==> config.mk <==
export PLATFORM = sky130hd
export DESIGN_NAME = axil_apb_bridge_flat
export DESIGN_NICKNAME = d
export VERILOG_FILES = /design/src/rtl/params_pkg.sv /design/src/rtl/apb_if.sv /design/src/rtl/axil_apb_bridge.sv /design/src/flat_wrapper.sv
export SDC_FILE = /design/constraint.sdc
export NUM_CORES = 1
export LEC_CHECK = 0
export ABC_AREA = 1
export CORE_ASPECT_RATIO = 1.75
export CORE_MARGIN = 3
export CORE_UTILIZATION = 40
export CTS_BUF_LIST = sky130_fd_sc_hd__clkbuf_8 sky130_fd_sc_hd__clkbuf_16
export DETAILED_ROUTE_END_ITERATION = 8
export GPL_ROUTABILITY_DRIVEN = 0
export GPL_TIMING_DRIVEN = 1
export PLACE_DENSITY = 0.82
export SYNTH_ARGS = -nofsm -noshare
export SYNTH_HDL_FRONTEND = slang
export SYNTH_SLANG_ARGS = --single-unit
==> constraint.sdc <==
create_clock -name clk -period 1.9 [get_ports clk]
set_input_delay 0.19 -clock clk [delete_from_list [all_inputs] [get_ports clk]]
set_output_delay 0.19 -clock clk [all_outputs]
set_load 0.03 [all_outputs]
==> src/rtl/params_pkg.sv <==
// Shared types for the AXI4-Lite to APB bridge: AXI response codes and FSM states.
package params_pkg;

    typedef logic [1:0] axi_resp_t;

    localparam axi_resp_t RESP_OKAY   = 2'b00;
    localparam axi_resp_t RESP_SLVERR = 2'b10;

    typedef enum logic [1:0] {IDLE, SETUP, ACCESS, RESP} bridge_state_t;

endpackage

==> src/rtl/apb_if.sv <==
// APB peripheral bus bundle; the bridge drives it through the master modport.
interface apb_if #(
    parameter int ADDR_WIDTH = 16,
    parameter int DATA_WIDTH = 32
);
    logic                  psel;
    logic                  penable;
    logic                  pwrite;
    logic [ADDR_WIDTH-1:0] paddr;
    logic [DATA_WIDTH-1:0] pwdata;
    logic [DATA_WIDTH-1:0] prdata;
    logic                  pready;

    modport master (output psel, penable, pwrite, paddr, pwdata, input prdata, pready);
    modport slave  (input psel, penable, pwrite, paddr, pwdata, output prdata, pready);
endinterface

==> src/rtl/axil_apb_bridge.sv <==
// AXI4-Lite slave to APB master bridge: one transaction at a time, round-robin
// read/write arbitration, and a wait-state timeout that reports SLVERR.
module axil_apb_bridge
    import params_pkg::*;
#(
    parameter int ADDR_WIDTH     = 16,
    parameter int DATA_WIDTH     = 32,
    parameter int TIMEOUT_CYCLES = 255
) (
    input  logic                    clk,
    input  logic                    reset_n,
    input  logic [31:0]             s_axil_awaddr,
    input  logic                    s_axil_awvalid,
    output logic                    s_axil_awready,
    input  logic [DATA_WIDTH-1:0]   s_axil_wdata,
    input  logic [DATA_WIDTH/8-1:0] s_axil_wstrb,
    input  logic                    s_axil_wvalid,
    output logic                    s_axil_wready,
    output logic [1:0]              s_axil_bresp,
    output logic                    s_axil_bvalid,
    input  logic                    s_axil_bready,
    input  logic [31:0]             s_axil_araddr,
    input  logic                    s_axil_arvalid,
    output logic                    s_axil_arready,
    output logic [DATA_WIDTH-1:0]   s_axil_rdata,
    output logic [1:0]              s_axil_rresp,
    output logic                    s_axil_rvalid,
    input  logic                    s_axil_rready,
    apb_if.master                   apb
);

    localparam int CNT_W = (TIMEOUT_CYCLES > 0) ? $clog2(TIMEOUT_CYCLES + 1) : 1;
    localparam logic [CNT_W-1:0] CNT_MAX = CNT_W'(TIMEOUT_CYCLES);

    bridge_state_t    state;
    axi_resp_t        resp;
    logic             prefer_write;
    logic [CNT_W-1:0] wait_cnt;
    logic             write_pending;
    logic             read_pending;
    logic             take_write;
    logic             take_read;
    logic             unused_bits;

    assign write_pending = s_axil_awvalid && s_axil_wvalid;
    assign read_pending  = s_axil_arvalid;

    // Readies are decoded from IDLE so acceptance lands in the same cycle the
    // request is seen; a registered version would cost a cycle per transfer.
    assign take_write = (state == IDLE) && write_pending && (!read_pending || prefer_write);
    assign take_read  = (state == IDLE) && read_pending && !(write_pending && prefer_write);

    assign s_axil_awready = take_write;
    assign s_axil_wready  = take_write;
    assign s_axil_arready = take_read;
    assign s_axil_bresp   = resp;
    assign s_axil_rresp   = resp;

    assign unused_bits = ^{s_axil_wstrb, s_axil_awaddr[31:ADDR_WIDTH], s_axil_araddr[31:ADDR_WIDTH]};

    always_ff @(posedge clk or negedge reset_n) begin
        if (!reset_n) begin
            state         <= IDLE;
            resp          <= RESP_OKAY;
            prefer_write  <= 1'b1;
            wait_cnt      <= '0;
            s_axil_bvalid <= 1'b0;
            s_axil_rvalid <= 1'b0;
            s_axil_rdata  <= '0;
            apb.psel      <= 1'b0;
            apb.penable   <= 1'b0;
            apb.pwrite    <= 1'b0;
            apb.paddr     <= '0;
            apb.pwdata    <= '0;
        end else begin
            case (state)
                IDLE: begin
                    if (take_write) begin
                        apb.paddr    <= s_axil_awaddr[ADDR_WIDTH-1:0];
                        apb.pwdata   <= s_axil_wdata;
                        apb.pwrite   <= 1'b1;
                        apb.psel     <= 1'b1;
                        prefer_write <= 1'b0;
                        state        <= SETUP;
                    end else if (take_read) begin
                        apb.paddr    <= s_axil_araddr[ADDR_WIDTH-1:0];
                        apb.pwrite   <= 1'b0;
                        apb.psel     <= 1'b1;
                        prefer_write <= 1'b1;
                        state        <= SETUP;
                    end
                end
                SETUP: begin
                    apb.penable <= 1'b1;
                    state       <= ACCESS;
                end
                ACCESS: begin
                    if (apb.pready) begin
                        if (!apb.pwrite) s_axil_rdata <= apb.prdata;
                        resp          <= RESP_OKAY;
                        apb.psel      <= 1'b0;
                        apb.penable   <= 1'b0;
                        s_axil_bvalid <= apb.pwrite;
                        s_axil_rvalid <= !apb.pwrite;
                        state         <= RESP;
                    end else if (TIMEOUT_CYCLES != 0 && wait_cnt == CNT_MAX) begin
                        resp          <= RESP_SLVERR;
                        s_axil_rdata  <= '0;
                        apb.psel      <= 1'b0;
                        apb.penable   <= 1'b0;
                        s_axil_bvalid <= apb.pwrite;
                        s_axil_rvalid <= !apb.pwrite;
                        state         <= RESP;
                    end else if (TIMEOUT_CYCLES != 0) begin
                        wait_cnt <= wait_cnt + 1'b1;
                    end
                end
                RESP: begin
                    if ((s_axil_bvalid && s_axil_bready) || (s_axil_rvalid && s_axil_rready)) begin
                        s_axil_bvalid <= 1'b0;
                        s_axil_rvalid <= 1'b0;
                        wait_cnt      <= '0;
                        state         <= IDLE;
                    end
                end
                default: state <= IDLE;
            endcase
        end
    end

endmodule

==> src/flat_wrapper.sv <==
// flat-port wrapper written by rule: the top's interface ports become plain ports
module axil_apb_bridge_flat import params_pkg::*;
#(
    parameter int ADDR_WIDTH     = 16,
    parameter int DATA_WIDTH     = 32,
    parameter int TIMEOUT_CYCLES = 255
)
  (clk, reset_n, s_axil_awaddr, s_axil_awvalid, s_axil_awready, s_axil_wdata, s_axil_wstrb, s_axil_wvalid, s_axil_wready, s_axil_bresp, s_axil_bvalid, s_axil_bready, s_axil_araddr, s_axil_arvalid, s_axil_arready, s_axil_rdata, s_axil_rresp, s_axil_rvalid, s_axil_rready, apb_psel, apb_penable, apb_pwrite, apb_paddr, apb_pwdata, apb_prdata, apb_pready);
  apb_if #(.ADDR_WIDTH(ADDR_WIDTH), .DATA_WIDTH(DATA_WIDTH)) apb_i ();
  input  logic clk;
  input  logic reset_n;
  input  logic [31:0] s_axil_awaddr;
  input  logic s_axil_awvalid;
  output logic s_axil_awready;
  input  logic [DATA_WIDTH-1:0] s_axil_wdata;
  input  logic [DATA_WIDTH/8-1:0] s_axil_wstrb;
  input  logic s_axil_wvalid;
  output logic s_axil_wready;
  output logic [1:0] s_axil_bresp;
  output logic s_axil_bvalid;
  input  logic s_axil_bready;
  input  logic [31:0] s_axil_araddr;
  input  logic s_axil_arvalid;
  output logic s_axil_arready;
  output logic [DATA_WIDTH-1:0] s_axil_rdata;
  output logic [1:0] s_axil_rresp;
  output logic s_axil_rvalid;
  input  logic s_axil_rready;
  output wire logic [$bits(apb_i.psel)-1:0] apb_psel;
  output wire logic [$bits(apb_i.penable)-1:0] apb_penable;
  output wire logic [$bits(apb_i.pwrite)-1:0] apb_pwrite;
  output wire logic [$bits(apb_i.paddr)-1:0] apb_paddr;
  output wire logic [$bits(apb_i.pwdata)-1:0] apb_pwdata;
  input wire logic [$bits(apb_i.prdata)-1:0] apb_prdata;
  input wire logic [$bits(apb_i.pready)-1:0] apb_pready;
  assign apb_psel = apb_i.psel;
  assign apb_penable = apb_i.penable;
  assign apb_pwrite = apb_i.pwrite;
  assign apb_paddr = apb_i.paddr;
  assign apb_pwdata = apb_i.pwdata;
  assign apb_i.prdata = apb_prdata;
  assign apb_i.pready = apb_pready;
  axil_apb_bridge #(.ADDR_WIDTH(ADDR_WIDTH), .DATA_WIDTH(DATA_WIDTH), .TIMEOUT_CYCLES(TIMEOUT_CYCLES)) u_core (.clk(clk), .reset_n(reset_n), .s_axil_awaddr(s_axil_awaddr), .s_axil_awvalid(s_axil_awvalid), .s_axil_awready(s_axil_awready), .s_axil_wdata(s_axil_wdata), .s_axil_wstrb(s_axil_wstrb), .s_axil_wvalid(s_axil_wvalid), .s_axil_wready(s_axil_wready), .s_axil_bresp(s_axil_bresp), .s_axil_bvalid(s_axil_bvalid), .s_axil_bready(s_axil_bready), .s_axil_araddr(s_axil_araddr), .s_axil_arvalid(s_axil_arvalid), .s_axil_arready(s_axil_arready), .s_axil_rdata(s_axil_rdata), .s_axil_rresp(s_axil_rresp), .s_axil_rvalid(s_axil_rvalid), .s_axil_rready(s_axil_rready), .apb(apb_i));
endmodule
After elaboration in Yosys (flattened, before gate mapping) --
Index checks and enable logic that the tools add are counted.
Storage, ports and cells: RAM bits 0, memories 0, register bits 98, input port bits 140, latch bits 0, output and inout bits 92, logic and storage cells 84, memory bits (read-only) 0
Cells by class: bitwise logic cells 0, div/mod/pow operators 0, reductions and logical operators 28, multipliers 0, magnitude comparators 0, muxes and demuxes 33, shifts and indexed selects 0, add/subtract/negate cells 1, eq/ne operators 10
Operators by type and width (number):
- 2-to-1 mux 32 bit | 3
- 2-to-1 mux 16 bit | 2
- 2-to-1 mux 8 bit | 3
- one-hot mux 8 bit (2 select lines) | 1
- 2-to-1 mux 2 bit | 7
- 2-to-1 mux 1 bit | 12
- AND reduction 3 bit | 4
- nonzero test 2 bit | 5
- adder 8 x 1 -> 8 bit (second input constant) | 1
- equality test 8 bit (second input constant) | 1
- logical AND 1 bit | 8
- one-hot mux 1 bit (2 select lines) | 4
- one-hot mux 2 bit (4 select lines) | 1
- AND reduction 2 bit | 4
- inequality test 2 bit (second input constant) | 3
- equality test 2 bit (second input constant) | 2
- AND reduction 4 bit | 1
- zero test 1 bit | 3
- inequality test 3 x 2 -> 1 bit (second input constant) | 1
- inequality test 3 bit (second input constant) | 1
- equality test 2 x 1 -> 1 bit (second input constant) | 1
- zero test 2 bit | 1
- logical OR 1 bit | 2
- inequality test 2 x 1 -> 1 bit (second input constant) | 1

Longest topological paths before layout --
Gate-level depths: netlist of run 1.
word-level depth 7, gate-level depth with buffers 10, mapped depth without buffers 9

Worst setup path before layout of run 1 --
No wires, ideal clock.
path kind reg2out, start reg u_core.state[0], end out s_axil_wready, data arrival time 1365 ps, setup slack 345 ps, stages on the path, launching flop included 7, cells stage by stage dfrtp_1 > inv_1 > ha_1 > nand3_4 > inv_2 > buf_2 > buf_4
Between the ends: cells in the longest elaborated chain, start to end 3
RTL lines:
- from (decl) | RTL line axil_apb_bridge.sv:35 | bridge_state_t state;
- from (signal assigned) | RTL line axil_apb_bridge.sv:63 | state <= IDLE;
- from (signal assigned) | RTL line axil_apb_bridge.sv:84 | state <= SETUP;
- from (signal assigned) | RTL line axil_apb_bridge.sv:90 | state <= SETUP;
- zero test 2 bit | RTL line axil_apb_bridge.sv:50 | assign take_write = (state == IDLE) && write_pending && (!read_pending || prefer_write);
- logical AND 1 bit (2 in a row) | RTL line axil_apb_bridge.sv:50
- to (decl) | RTL line flat_wrapper.sv:18 | output logic s_axil_wready;
Every way passes these cells.

Final worst setup path of run 1 --
Ends and elaborated chain as after synthesis.

==> results.md, run 1 <==
* Vias at 4189
* Top cell type's share of synthesized area at 0.551
* Final Hold Viols at 0
* Remaining Overflow, GRT at 0
* Slew Viols, Final at 0
* Power Total at 11.3 mW
* Sink of the worst hold path: u_core.apb.pwdata[11]
* Fill cells at 849
* Yosys cell types at 27
* Worst Path Required at 1.71 ns
* Outcome: finished clean
* Cts bufs inserted at 9
* Final Critical Period at 1.83 ns
* Reg-to-reg slack, setup at 0.19 ns
* CP endpoint kind: output port
* CTS sink cnt at 97
* Drt wl/cell at 15.2 microns
* Worst skew pair latency at 0.33 ns
* IO buf count at 193
* Chip Height at 144 microns
* Clock skew at 0.00641 ns
* Max_cap viols at 0
* Multi-input gate area at 0.00166 sq mm
* HP Class: input port to register
* Antenna violations before repair at 0
* Crit-path max FO at 28
* Max_slew headroom at 0.581
* Area Overhead vs Synth at 53.7%
* Final instance area at 0.00670 sq mm
* Synth area leaders: dfrtp_1, nand2_1, nand3_1, nand4_1, inv_1
* DRT Pass-1 Iters at 4
* Max H-tree Level at 3
* CP Class: register to output port
* Hold path depth at 3
* Vias in the first global route at 4355
* Core Area at 0.0105 sq mm
* Setup repair after global routing missed its margin: yes
* Rows at 49
* Worst r2r path cells at 8
* Initial DRC count at 260
* Pwr per Cell Area at 1680 mW/mm^2
* LEAKAGE at 3.20 nW
* Syn_area_per_cell at 8.56 sq um
* Longest Clk Path Bufs at 2
* Die Wd at 84.9 microns
* Clk root buf: clkbuf_16
* Placed inst area at 0.00636 sq mm
* Worst reg2reg path startpoint: u_core.state[0]
* Startpoint Class: register
* Final period utilization at 0.964
* Min-delay src: s_axil_wdata[11]
* Mapped Cells at 509
* CTS tree: done
* Slew @ Worst Pin at 0.628 ns
* Synthesized cell area at 0.00436 sq mm
* Largest net degree at the start of global routing at 48
* VDD IR max at 0.000797 V
* Die ar. at 0.0122 sq mm
* CTS clk-pin slew, worst paths at 0.07 ns
* Cell taking the most area after synthesis: dfrtp_1
* Synth warnings at 0
* Layout cells sized above 1 at 0.0756
* Final #Nets at 840
* Placed wire-length estimate at 9.44 mm
* Maximum clock frequency at 546 MHz
* GR Util All Layers at 0.205
* Post-synthesis sequential element count at 97
* Total wire length at 12.6 mm
* Worst r2r dst: u_core.s_axil_bvalid
* Avg Vias per Cell at 5.06
* Register area at 0.00243 sq mm
* Data arrival, critical path at 1.64 ns
* DRC Markers at 0
* Sequential area share after synthesis at 0.557
* First-pass GRT wire length at 20.5 mm
* Diode count at 0
* Initial core utilization at 0.416
* Final setup viols at 0
* Routed Antenna Nets at 0
* IO Pins at 232
-- flip-flops by register name (all words and copies together) (netlist names) --
signal,cells
u_core.apb.paddr,16
u_core.apb.penable,1
u_core.apb.psel,1
u_core.apb.pwdata,32
u_core.apb.pwrite,1
u_core.prefer_write,1
u_core.s_axil_bresp,1
u_core.s_axil_bvalid,1
u_core.s_axil_rdata,32
u_core.s_axil_rvalid,1
u_core.state,2
u_core.wait_cnt,8
-- cell usage after synthesis --
| cell type | instances |
|---|---|
| a21oi_2 | 1 |
| clkinv_1 | 1 |
| a21oi_1 | 1 |
| buf_4 | 8 |
| buf_6 | 4 |
| o21ai_2 | 5 |
| nand2_1 | 225 |
| conb_1 | 1 |
| nand3_2 | 3 |
| nand3_4 | 2 |
| dfstp_2 | 1 |
| inv_2 | 4 |
| o21ai_1 | 4 |
| o21bai_1 | 1 |
| nand4_1 | 33 |
| clkbuf_1 | 13 |
| ha_1 | 4 |
| nor2_4 | 2 |
| nor2_1 | 6 |
| nand3_1 | 56 |
| o211ai_1 | 1 |
| o21ai_0 | 8 |
| buf_2 | 8 |
| dfrtp_1 | 96 |
| nand2_2 | 2 |
| o21a_1 | 1 |
| inv_1 | 18 |
-- worst max-delay path, stage by stage, from the launching register on --
cell	delay, ns
dfrtp_1	0.40
inv_1	0.09
ha_2	0.25
nand3_4	0.13
inv_2	0.10
buf_12	0.16
buf_4	0.18
-- power by group --
group | leakage [nW] | switching (mW) | internal [mW]
registers | 1.22 | 0.525 | 2.98
clock network | 0.149 | 0.779 | 1.02
logic | 1.83 | 3.61 | 2.35
total | 3.20 | 4.92 | 6.35
-- per-stage QoR --
stage | std cells | hold slack, ns | TNS [ns] | setup slack (ns) | util
2_1_floorplan | 510 | -0.106 | 0 | 0.345 | -
4_1_cts | 826 | 0.374 | 0 | 0.0355 | 0.637
6_report | 828 | 0.381 | 0 | 0.0688 | 0.639
3_3_place_gp | 809 | 0.243 | 0 | 0.210 | 0.607
3_5_place_dp | 809 | 0.258 | 0 | 0.0798 | 0.607
5_1_grt | 828 | 0.383 | -0.0782 | -0.0394 | 0.639
-- logic make-up after synthesis --
group / Yosys count / synth area share
other: 1 / 0.000861
and+or+nand+nor: 329 / 0.334
buffers and inverters: 56 / 0.0643
DFF: 97 / 0.557
AOI/OAI and AO/OA: 22 / 0.0322
adders and majority gates: 4 / 0.0115
-- final cells by class --
class                      instances  area share
clock buffer                       9      0.0336
multi-input combinational        357       0.248
timing repair buffer             208       0.308
sequential                        97       0.363
clock inverter                     7      0.0107
tap                              127      0.0237
inverter                          23      0.0136
-- per-layer routing --
metal / share of wire / GRT usage
met1: 0.37 / 0.233
met2: 0.54 / 0.372
met3: 0.070 / 0.0496
met4: 0.027 / 0.0759
met5: 0 / 0
-- worst max-delay path by stage --
stage | from | slack (ns) | to | depth (start not counted)
global route | u_core.state[0] | -0.04 | s_axil_awready | 6
floorplan | u_core.state[0] | 0.34 | s_axil_wready | 6
finish | u_core.state[0] | 0.07 | s_axil_wready | 6
global placement | u_core.state[0] | 0.21 | u_core.s_axil_rdata[11] | 7
CTS | u_core.state[0] | 0.04 | s_axil_arready | 7
detailed placement | u_core.state[0] | 0.08 | u_core.s_axil_rdata[20] | 7
-- what timing repair did --
action | CTS | global route
setup endpoints to repair | 3 | 35
resized for setup | 2 | 2
pin swaps | 0 | 0
hold buffers | 1 | 0
hold endpoints to repair | 44 | 0
buffers inserted | 0 | 2
-- cell usage in the layout (no fill, tap or decap), types with 3 or more instances in the layout --
| cell type | count |
|---|---|
| nand2_1 | 225 |
| dfrtp_1 | 96 |
| clkinv_4 | 3 |
| nor2_1 | 6 |
| o21ai_1 | 4 |
| clkdlybuf4s50_1 | 189 |
| ha_1 | 3 |
| buf_4 | 16 |
| nand3_1 | 56 |
| inv_2 | 3 |
| clkbuf_16 | 9 |
| inv_1 | 20 |
| o21ai_2 | 5 |
| o21ai_0 | 8 |
| nand4_1 | 33 |
| nand3_2 | 3 |
Power figures use the tool's default switching activity.
==> run 2, diff against run 1 <==
==> constraint.sdc (replaced) <==
create_clock -name clk -period 2 [get_ports clk]
set_input_delay 0.2 -clock clk [delete_from_list [all_inputs] [get_ports clk]]
set_output_delay 0.2 -clock clk [all_outputs]
set_load 0.03 [all_outputs]
==> results.md, run 2 (same netlist as run 1, synthesis figures left out) <==
* HP Class: input port to register (unchanged)
* DRT Pass-1 Iters at 4 (unchanged)
* Worst Path Required at 1.80 ns (was 1.71 ns)
* Clock skew at 0.00932 ns (was 0.00641 ns)
* First-pass GRT wire length at 20.5 mm (about the same)
* Max_cap viols at 0 (unchanged)
* Vias at 4222 (was 4189)
* Most common cell after layout, fill and taps aside: nand2_1 (unchanged)
* Antenna violations before repair at 0 (unchanged)
* Placed wire-length estimate at 9.48 mm (was 9.44 mm)
* DRC Markers at 0 (unchanged)
* Min-delay src: s_axil_wdata[16] (was s_axil_wdata[11])
* Final instance area at 0.00665 sq mm (was 0.00670 sq mm)
* Outcome: finished clean (unchanged)
* Diode count at 0 (unchanged)
* CP endpoint kind: output port (unchanged)
* Routed Antenna Nets at 0 (unchanged)
* Final Hold Viols at 0 (unchanged)
* VDD IR max at 0.000782 V (was 0.000797 V)
* Setup repair after global routing missed its margin: no (was yes)
* Data arrival, critical path at 1.67 ns (was 1.64 ns)
* Max_slew headroom at 0.587 (was 0.581)
* Drt wl/cell at 15.2 microns (about the same)
* Final non-filler cell total at 826 (was 828)
* CP Class: register to output port (unchanged)
* Critical-path cell list: inv_1, ha_2, nand2_1, inv_1, nand2_1, clkinv_4, buf_4 (was inv_1, ha_2, nand3_4, inv_2, buf_12, buf_4)
* IO Pins at 232 (unchanged)
* Die Wd at 84.9 microns (unchanged)
* Worst skew pair latency at 0.34 ns (was 0.33 ns)
* Final Critical Period at 1.87 ns
* Cts bufs inserted at 9 (unchanged)
* Max H-tree Level at 3 (unchanged)
* Rows at 49 (unchanged)
* Initial DRC count at 234 (was 260)
* Slew @ Worst Pin at 0.620 ns (was 0.628 ns)
* Pwr per Cell Area at 1590 mW/mm^2 (was 1680 mW/mm^2)
* Crit-path max FO at 17 (was 28)
* Most frequent cells in the layout: nand2_1, clkdlybuf4s50_1, dfrtp_1 (unchanged)
* Clk root buf: clkbuf_16 (unchanged)
* Slowest CP cell: dfrtp_1 (unchanged)
* Final setup viols at 0 (unchanged)
* Placed inst area at 0.00635 sq mm (was 0.00636 sq mm)
* Worst reg2reg path startpoint: u_core.state[0] (unchanged)
* Final period utilization at 0.933
* Sum of negative setup slack at 0 ns (unchanged)
* Chip Height at 144 microns (unchanged)
* Startpoint Class: register (unchanged)
* Flop pwr share at 0.315 (was 0.311)
* LEAKAGE at 3.17 nW (was 3.20 nW)
* Final #Nets at 838 (was 840)
* Core Area at 0.0105 sq mm (unchanged)
* Area Overhead vs Synth at 52.7% (was 53.7%)
* Largest net degree at the start of global routing at 48 (unchanged)
* Die ar. at 0.0122 sq mm (unchanged)
* Avg Vias per Cell at 5.11 (was 5.06)
* Maximum clock frequency at 536 MHz
* IO buf count at 193 (unchanged)
* Longest Clk Path Bufs at 2 (unchanged)
* Power Total at 10.6 mW (was 11.3 mW)
* Slew Viols, Final at 0 (unchanged)
* Top Registers: u_core.apb.pwdata x32, u_core.s_axil_rdata x32, u_core.apb.paddr x16 (unchanged)
* Placed insts at 809 (unchanged)
* Layout cells sized above 1 at 0.0744 (was 0.0756)
* Cell Int Power at 5.93 mW (was 6.35 mW)
* CP max stage delay at 0.40 ns (about the same)
* Setup crit start: u_core.state[0] (unchanged)
* Total wire length at 12.5 mm (was 12.6 mm)
* GR Util All Layers at 0.206 (was 0.205)
* CTS clk-pin slew, worst paths at 0.07 ns (about the same)
* CTS tree: done (unchanged)
* Vias in the first global route at 4267 (was 4355)
* Comb pwr share at 0.533 (was 0.529)
* Clock share of power at 0.152 (was 0.160)
* Initial core utilization at 0.416 (unchanged)
* Sw Pwr at 4.66 mW (was 4.92 mW)
* Remaining Overflow, GRT at 0 (unchanged)
* Switching Fraction at 0.440 (was 0.436)
* CTS sink cnt at 97 (unchanged)
* Final core utilization at 0.635 (was 0.639)
## run 2: cell count changes in the layout (fill, tap and decap cells not counted), sizes merged
cell	previous run	this run
bufinv	1	0
clkinvlp	1	2
clkbuf	9	10
buf	18	16
clkinv	4	3
## run 2: critical path, delay by kind of cell (launching register included)
family                   cells  cell delay (ns)
adder cells (fa/ha/maj)      1             0.26
buffers and inverters        4             0.48
flip-flops                   1             0.40
AND/OR/NAND/NOR              2             0.19
## run 2: final timing paths
check / endpoint / slack (ns) / depth (start not counted)
min: u_core.apb.pwdata[16] / 0.40 / 3
min in group asynchronous: u_core.apb.pwdata[31] / 0.43 / 2
max reg2reg: u_core.s_axil_rvalid / 0.28 / 8
max: s_axil_arready / 0.13 / 7
max in group asynchronous: u_core.s_axil_rdata[26] / 0.94 / 3
min reg2reg: u_core.apb.pwdata[8] / 0.48 / 2
## run 2: timing repair
item                                    in CTS  in global routing
hold buffers                                 1                  0
resized for setup                            2                  2
pin swaps                                    0                  0
buffers inserted                             0                  0
endpoints found under the setup margin       1                  5
endpoints found under the hold margin       44                  0
## run 2: metrics by stage
stage	setup slack, ns	hold WS [ns]
finish	0.134	0.396
global route	0.0389	0.407
CTS	0.0611	0.385
detailed placement	0.180	0.254
global placement	0.300	0.244
floorplan	0.435	-0.0956
## run 2: per-layer routing
metal  vias to the layer above  share of wire  global-route usage
met5                         -              0                   0
met4                         0          0.028              0.0817
met3                        29          0.075              0.0542
met2                       165           0.53               0.371
met1                      2023           0.36               0.231
li1                       2005              -                   -
## run 2: layout make-up
| type | count | area, sq um |
|---|---|---|
| clock buffer | 10 | 239 |
| clock inverter | 6 | 41.3 |
| fill | 863 | 3830 |
| inverter | 23 | 91.3 |
| multi-input combinational | 357 | 1660 |
| sequential | 97 | 2430 |
| tap | 127 | 159 |
| timing repair buffer | 206 | 2030 |
## run 2: power groups by stage
| stage | clock, mW | combinational, mW | sequential (mW) |
|---|---|---|---|
| after floorplan | 0 | 1.76 | 4.87 |
| after global placement | 0 | 5.52 | 3.31 |
| after detailed placement | 0 | 5.67 | 3.36 |
| after CTS | 1.66 | 5.71 | 3.34 |
| after global routing | 1.73 | 6.09 | 3.45 |
| final | 1.61 | 5.64 | 3.33 |
